==> src/rtl/pcpi_initiator.sv <==
// pcpi_initiator
//   Hands a custom instruction from the core to a PicoRV32-style PCPI
//   coprocessor bus. It then returns the result, or an illegal-instruction
//   trap, to the core.
//
//   Flow: IDLE (accept a request) -> ISSUE (hold pcpi_valid until a
//   coprocessor answers, flush arrives or the claim timeout expires) ->
//   RESP (hold the response until the core takes it) -> IDLE.
//
// Ports
//   clk, resetn                      clock, asynchronous active-low reset
//   req_valid/req_ready              request handshake from the core
//   req_insn/req_rs1/req_rs2         instruction word and operands
//   flush                            abandon the outstanding request (ISSUE only)
//   pcpi_valid/insn/rs1/rs2          request presented to the coprocessors
//   pcpi_wr/rd/wait/ready            coprocessor answer
//   rsp_valid/rsp_ready              response handshake to the core
//   rsp_rd/rsp_wr/rsp_trap           result, write-enable, illegal-instruction flag
module pcpi_initiator #(
  parameter int TIMEOUT_CYCLES = 16
) (
  input  logic        clk,
  input  logic        resetn,
  input  logic        req_valid,
  output logic        req_ready,
  input  logic [31:0] req_insn,
  input  logic [31:0] req_rs1,
  input  logic [31:0] req_rs2,
  input  logic        flush,
  output logic        pcpi_valid,
  output logic [31:0] pcpi_insn,
  output logic [31:0] pcpi_rs1,
  output logic [31:0] pcpi_rs2,
  input  logic        pcpi_wr,
  input  logic [31:0] pcpi_rd,
  input  logic        pcpi_wait,
  input  logic        pcpi_ready,
  output logic        rsp_valid,
  input  logic        rsp_ready,
  output logic [31:0] rsp_rd,
  output logic        rsp_wr,
  output logic        rsp_trap
);

  localparam logic [1:0] ST_IDLE  = 2'd0;
  localparam logic [1:0] ST_ISSUE = 2'd1;
  localparam logic [1:0] ST_RESP  = 2'd2;

  // The counter reaches zero TIMEOUT_CYCLES-1 cycles after pcpi_valid rises.
  // The trap is taken on the following edge, so it lands exactly
  // TIMEOUT_CYCLES cycles after pcpi_valid rises.
  localparam logic [7:0] TO_LOAD = 8'(TIMEOUT_CYCLES - 1);

  logic [1:0]  r_state;
  logic [7:0]  r_cnt;
  logic        r_pcpi_valid;
  logic [31:0] r_pcpi_insn;
  logic [31:0] r_pcpi_rs1;
  logic [31:0] r_pcpi_rs2;
  logic        r_rsp_valid;
  logic [31:0] r_rsp_rd;
  logic        r_rsp_wr;
  logic        r_rsp_trap;

  logic        w_accept;

  assign req_ready = (r_state == ST_IDLE);
  assign w_accept  = req_valid && req_ready;

  always_ff @(posedge clk or negedge resetn) begin
    if (!resetn) begin
      r_state      <= ST_IDLE;
      r_cnt        <= 8'd0;
      r_pcpi_valid <= 1'b0;
      r_pcpi_insn  <= 32'd0;
      r_pcpi_rs1   <= 32'd0;
      r_pcpi_rs2   <= 32'd0;
      r_rsp_valid  <= 1'b0;
      r_rsp_rd     <= 32'd0;
      r_rsp_wr     <= 1'b0;
      r_rsp_trap   <= 1'b0;
    end else begin
      case (r_state)
        ST_IDLE: begin
          // Issue stage boundary: request fields are frozen onto the PCPI bus.
          if (w_accept) begin
            r_pcpi_insn  <= req_insn;
            r_pcpi_rs1   <= req_rs1;
            r_pcpi_rs2   <= req_rs2;
            r_pcpi_valid <= 1'b1;
            r_cnt        <= TO_LOAD;
            r_state      <= ST_ISSUE;
          end
        end
        ST_ISSUE: begin
          // Priority: flush > ready > wait > timeout countdown.
          // pcpi_valid drops on every exit, so a coprocessor that answered
          // never sees the instruction a second time.
          if (flush) begin
            r_pcpi_valid <= 1'b0;
            r_state      <= ST_IDLE;
          end else if (pcpi_ready) begin
            r_rsp_rd     <= pcpi_rd;
            r_rsp_wr     <= pcpi_wr;
            r_rsp_trap   <= 1'b0;
            r_rsp_valid  <= 1'b1;
            r_pcpi_valid <= 1'b0;
            r_state      <= ST_RESP;
          end else if (pcpi_wait) begin
            // A claimed instruction may stay busy indefinitely.
            r_cnt <= TO_LOAD;
          end else if (r_cnt != 8'd0) begin
            r_cnt <= r_cnt - 8'd1;
          end else begin
            // Nobody claimed the instruction: report it as illegal.
            r_rsp_rd     <= 32'd0;
            r_rsp_wr     <= 1'b0;
            r_rsp_trap   <= 1'b1;
            r_rsp_valid  <= 1'b1;
            r_pcpi_valid <= 1'b0;
            r_state      <= ST_RESP;
          end
        end
        ST_RESP: begin
          // Response stage boundary: hold until the core consumes it.
          if (rsp_ready) begin
            r_rsp_valid <= 1'b0;
            r_state     <= ST_IDLE;
          end
        end
        default: begin
          r_pcpi_valid <= 1'b0;
          r_rsp_valid  <= 1'b0;
          r_state      <= ST_IDLE;
        end
      endcase
    end
  end

  assign pcpi_valid = r_pcpi_valid;
  assign pcpi_insn  = r_pcpi_insn;
  assign pcpi_rs1   = r_pcpi_rs1;
  assign pcpi_rs2   = r_pcpi_rs2;
  assign rsp_valid  = r_rsp_valid;
  assign rsp_rd     = r_rsp_rd;
  assign rsp_wr     = r_rsp_wr;
  assign rsp_trap   = r_rsp_trap;

endmodule
==> config.mk <==
export PLATFORM = sky130hd
export DESIGN_NAME = pcpi_initiator
export DESIGN_NICKNAME = d
export VERILOG_FILES = /design/src/rtl/pcpi_initiator.sv
export SDC_FILE = /design/constraint.sdc
export NUM_CORES = 1
export LEC_CHECK = 0
export CORE_ASPECT_RATIO = 0.6
export CORE_MARGIN = 10
export CORE_UTILIZATION = 41
export CTS_BUF_LIST = sky130_fd_sc_hd__clkbuf_4 sky130_fd_sc_hd__clkbuf_8 sky130_fd_sc_hd__clkbuf_16
export CTS_CLUSTER_SIZE = 10
export DETAILED_ROUTE_END_ITERATION = 16
export PLACE_DENSITY = 0.92
export SLEW_MARGIN = 20
export SYNTH_ARGS = -nofsm -noshare
export SYNTH_HDL_FRONTEND = slang
export SYNTH_SLANG_ARGS = --single-unit
export TNS_END_PERCENT = 20
==> constraint.sdc <==
create_clock -name clk -period 2.28 [get_ports clk]
set_input_delay 0.456 -clock clk [delete_from_list [all_inputs] [get_ports clk]]
set_output_delay 0.456 -clock clk [all_outputs]
set_load 0.05 [all_outputs]
==> results of run 1 <==
how the worst max path moves through the flow:
| stage | from | end | slack [ps] | cells after the start |
|---|---|---|---|---|
| 2_1_floorplan | r_cnt[0] | rsp_trap | 450 | 6 |
| 3_3_place_gp | pcpi_wait | rsp_rd[8] | 30 | 6 |
| 3_5_place_dp | pcpi_wait | rsp_rd[14] | -110 | 6 |
| 4_1_cts | r_cnt[0] | rsp_rd[14] | 150 | 7 |
| 5_1_grt | r_cnt[0] | rsp_rd[14] | 90 | 7 |
| 6_report | rsp_valid | rsp_valid | 200 | 1 |
cell type report:
type	instances	area [µm²]
Clock buffer	19	440.4
Inverter	38	142.6
Timing Repair Buffer	290	2899
Fill cell	959	4327
Sequential cell	142	3553
Tap cell	175	219.0
Clock inverter	12	161.4
Multi-Input combinational cell	225	1883
cell usage after synthesis (all sizes together):
cell type,count,area (µm²)
nand2b,2,12.51
a2111o,1,11.26
o2111ai,1,8.760
a31oi,2,12.51
or3,1,6.260
a21oi,11,55.05
mux2,97,1092
ha,2,25.02
nand3,33,165.2
or3b,1,8.760
a2111oi,2,36.29
a21o,2,16.27
a31o,1,8.760
inv,38,142.6
nor4,2,27.53
o21ai,34,170.2
dfrtp,142,3553
a211oi,1,7.510
or2,1,6.260
or4b,1,10.01
or4,1,7.510
nand3b,1,7.510
o211ai,1,7.510
nor3b,2,15.01
buf,13,71.32
o21a,1,7.510
nor3,6,41.29
nor2,10,37.54
nand2,3,11.26
a311o,1,10.01
nor4b,1,23.77
clkbuf,9,35.03
a2bb2oi,1,8.760
a22o,2,17.52
routing by layer:
| metal | vias up | part of all wire | global-route usage |
|---|---|---|---|
| met5 | - | 0 | 0 |
| met4 | 0 | 0.020 | 0.06178 |
| met2 | 201 | 0.49 | 0.3001 |
| li1 | 2063 | - | - |
| met3 | 26 | 0.086 | 0.06863 |
| met1 | 2210 | 0.41 | 0.2135 |
cell usage in the layout (no fill, tap or decap), types with 3 or more instances in the layout:
cell	instances
clkdlybuf4s50_1	266
dfrtp_1	142
mux2_2	97
inv_1	38
o21ai_0	34
nand3_1	33
buf_4	18
clkbuf_16	17
a21oi_1	11
nor2_1	9
nor3_1	5
buf_12	4
nand2_1	3
clkinvlp_4	3
bufinv_16	3
inv_6	3
power by group:
part,total (µW),leakage (µW),internal (µW),switching (µW)
combinational,5630,0.00192,2020,3610
clock,2810,0.000287,1750,1060
sequential,3720,0.00168,3260,454
logic make-up after synthesis:
family / synth area share
buffers and inverters: 0.04385
AND/OR/NAND/NOR: 0.06699
adder cells (fa/ha/maj): 0.004407
AO/OA/AOI/OAI: 0.06655
flip-flops: 0.6258
multiplexers: 0.1924
sequential cells by signal, indices dropped and copies added (netlist names):
register / flops
rsp_valid: 1
r_cnt: 8
rsp_trap: 1
r_state: 2
rsp_rd: 32
pcpi_rs2: 32
pcpi_rs1: 32
pcpi_insn: 32
pcpi_valid: 1
rsp_wr: 1
per-stage QoR:
stage               setup slack [ps]  hold WS (ps)    util  std cells  area (µm²)
global placement               26.51         390.7  0.6370        868        8680
global route                   88.97         518.1  0.6825        901        9299
floorplan                      448.4         160.4       -        427        5678
finish                         200.1         501.3  0.6825        901        9299
detailed placement            -114.3         399.3  0.6370        868        8680
CTS                            147.4         500.3  0.6819        900        9291
what timing repair did:
item,in CTS,in global routing
setup buffers,0,1
endpoints found under the setup margin,0,19
hold buffers,1,0
endpoints found under the hold margin,39,0
==> results.yml, run 1 <==
clocking:
  cts_inserted_buffers: 17
  clk_latency_ps: 400
  cts_sinks: 142
  htree_levels: 4
  cts_root_buf: "clkbuf_16"
  cts_max_path_buffers: 2
  clkSlewWorstSetupHoldPaths_ps: 60
  cts_tree: "built"
  ctsResizeCount: 0
drt:
  num_vias: 4500
  wl_um: 17880
  wl_per_cell_um: 19.85
  vias_per_cell: 4.994
  final_antenna_net_count: 0
  drc_errors: 0
  dr.pass1.iters: 5
  initialDrtViolationCount: 278
worst_setup_path:
  worstPathMaxFanout: 2
  r2r_slack_ps: 310
  critPathLaunchType: "flop"
  path_cells: "clkdlybuf4s50_1"
  crit_family: "buffers and inverters"
  critPathKind: "reg -> out"
  critPathArrivalTime_ps: 1620
  r2r_start: "r_cnt[0]"
  path_buf_inv: 1
  end_kind: "output pin"
  cpPeakStageDelay_ps: 860
  cpMaxStageDelayCell: "clkdlybuf4s50_1"
  required_ps: 1820
  worst-r2r-cell-count: 7
  r2r-end: "r_cnt[7]"
min_path:
  hp-start: "rsp_valid"
  hold-path-endpoint: "rsp_valid"
  hold_depth: 1
  hold_class: "reg -> reg"
sta:
  fin_setup_tns_ps: 0
  setup_violations: 0
  relSlewSlack: 0.6194
  fin_crit_ps: 2080
  tightest_slew_ps: 569.2
  skew_ps: 13.24
  slew_viol_final: 0
  rsz0062_at_grt: "no"
  period_share: 0.9122
  finalHoldViolCount: 0
  fmax_ghz: 0.4808
yosys:
  syn_avg_cell_area_um2: 13.30
  yosysSeqAreaShare: 0.6258
  synth_nets: 565
  ys_warn_count: 0
  ys_ff_latch: 142
  synthCells: 427
  syn_area_um2: 5678
  ys_types: 40
global_routing:
  grt-ovfl-total: 0
  grt_pass1_vias: 4858
  track_usage: 0.1824
  grt_max_degree: 59
  antenna_found_initial: 0
  grt_first_pass_wirelength_um: 27680
floorplanning:
  start_util: 0.4167
  ioPinCount: 269
  core_region_area_um2: 13630
  die-area_um2: 19110
  die_width_um: 171.9
  die_y_um: 111.2
  num_rows: 33
pwr:
  p_per_area_nw_per_um2: 1307
  ir_drop_v: 0.0007985
  p_total_uw: 12150
  leakagePower_uw: 0.003887
final_layout:
  layout-drive-gt1-share: 0.2218
  antenna_cells: 0
  nets: 852
  area_delta_synth_final_pct: 63.77
place:
  hpwl_um: 13860
  gp_congestion: 0.8406
  portBuffers: 268
flow_run:
  drv_cap: 0
outcome:
  status: "completed"
Note: power is estimated with default switching activity, not from simulation.
==> run 2, diff against run 1 <==
--- a/constraint.sdc
+++ b/constraint.sdc
@@ -3,2 +3,2 @@
 set_output_delay 0.456 -clock clk [all_outputs]
-set_load 0.05 [all_outputs]
+set_load 0.01 [all_outputs]
==> run 2 against run 1 <==
Sequential power about the same. Largest cell class unchanged. Global-route usage increased by 0.28 points. Non-clock buffer count increased by 1.
==> results.yml, run 2 (synthesized netlist as in run 1, its figures left out) <==
worst_setup_path:
  path_cells: "nor2_1 -> clkdlybuf4s50_1"
  critPathKind: "reg -> out"
  r2r_start: "r_cnt[0]"
  worstPathMaxFanout: 8
  critPathArrivalTime_ps: 1560
  cpMaxStageDelayCell: "clkdlybuf4s50_1"
  critPathLaunchType: "flop"
  end_kind: "output pin"
  required_ps: 1820
  startpoint: "r_state[0]"
  cpPeakStageDelay_ps: 560
global_routing:
  track_usage: 0.1852
  grt_pass1_vias: 5053
  grt_first_pass_wirelength_um: 28190
  grt-ovfl-total: 0
  grt_max_degree: 59
  antenna_found_initial: 0
sta:
  tightest_slew_ps: 478.5
  fmax_ghz: 0.4962
  fin_crit_ps: 2015
  slew_viol_final: 0
  relSlewSlack: 0.6786
  finalHoldViolCount: 0
  fin_setup_tns_ps: 0
  rsz0062_at_grt: "no"
  setup_violations: 0
  skew_ps: 8.916
  hold_ws_ps: 487.0
  period_share: 0.8839
floorplanning:
  start_util: 0.4167
  die_width_um: 171.9
  die-area_um2: 19110
  core_region_area_um2: 13630
  num_rows: 33
  ioPinCount: 269
  die_y_um: 111.2
pwr:
  clock_power_share: 0.277
  switchingPower_uw: 2841
  comb_power_share: 0.344
  p_int_uw: 6956
  p_per_area_nw_per_um2: 1055
  ir_drop_v: 0.0004963
  switching_share: 0.2900
  leakagePower_uw: 0.003890
  seqPwrFrac: 0.379
min_path:
  hold_class: "reg -> reg"
  hp-start: "rsp_valid"
drt:
  dr.pass1.iters: 5
  num_vias: 4519
  wl_per_cell_um: 19.79
  initialDrtViolationCount: 263
  drc_errors: 0
  wl_um: 17870
  vias_per_cell: 5.004
  final_antenna_net_count: 0
final_layout:
  num-fill-cells: 965
  area_delta_synth_final_pct: 63.60
  layout-drive-gt1-share: 0.2225
  fin_cells: 903
  layout_common_cells: "clkdlybuf4s50_1, dfrtp_1, mux2_2"
  utilization: 0.6817
  antenna_cells: 0
  layout_commonest_cell: "clkdlybuf4s50_1"
  nets: 853
outcome:
  status: "completed"
place:
  portBuffers: 268
  gp_congestion: 0.8483
  dp.cells: 868
  hpwl_um: 13870
clocking:
  cts_sinks: 142
  ctsResizeCount: 0
  cts_inserted_buffers: 17
  htree_levels: 4
  cts_root_buf: "clkbuf_16"
  clk_latency_ps: 400
  clkSlewWorstSetupHoldPaths_ps: 60
  cts_max_path_buffers: 2
  cts_tree: "built"
flow_run:
  drv_cap: 0
-- run 2: layer usage --
metal | share of wire | GRT usage | vias to the layer above
met5 | 0 | 0 | -
met4 | 0.019 | 0.04977 | 0
met3 | 0.10 | 0.08215 | 29
met2 | 0.49 | 0.3083 | 192
met1 | 0.39 | 0.2111 | 2240
li1 | - | - | 2058
-- run 2: stage by stage --
stage	total power, µW	cell area [µm²]	worst slack (ps)
6_report	9797	9289	264.6
5_1_grt	10320	9289	86.90
4_1_cts	9927	9274	167.5
3_5_place_dp	7150	8682	-130.8
3_3_place_gp	6988	8682	28.13
2_1_floorplan	4922	5678	448.4
-- run 2: power groups by stage --
stage	clock network, µW	registers, µW	logic, µW
2_1_floorplan	0	4040	885
3_3_place_gp	0	3680	3310
3_5_place_dp	0	3750	3400
4_1_cts	2780	3720	3420
5_1_grt	2910	3820	3590
6_report	2720	3710	3370
-- run 2: cell type report --
cell class	instances	area, µm²	share of cell area
Sequential cell	142	3553	0.3825
Timing Repair Buffer	291	2909	0.3132
Multi-Input combinational cell	225	1883	0.2027
Clock buffer	20	447.9	0.04822
Tap cell	175	219.0	0.02357
Inverter	38	142.6	0.01536
Clock inverter	12	133.9	0.01441
-- run 2: worst paths after layout --
check,to,slack (ps),cells past startpoint
min in group asynchronous,rsp_rd[28],530,2
hold / removal,rsp_valid,490,1
max in group asynchronous,pcpi_rs2[13],1090,3
hold reg to reg,rsp_valid,490,1
setup reg to reg,rsp_rd[24],270,7
setup / recovery,req_ready,260,2
-- run 2: repair_timing --
item                                    CTS  global route
hold buffers                              1             0
endpoints found under the hold margin    39             0
endpoints found under the setup margin    0            18
setup buffers                             0             2
-- run 2: worst max-delay path: cells and delay by family (launching register included) --
kind	cells	cell delay, ps
AND/OR/NAND/NOR	1	130
flip-flops	1	470
buffers and inverters	1	560
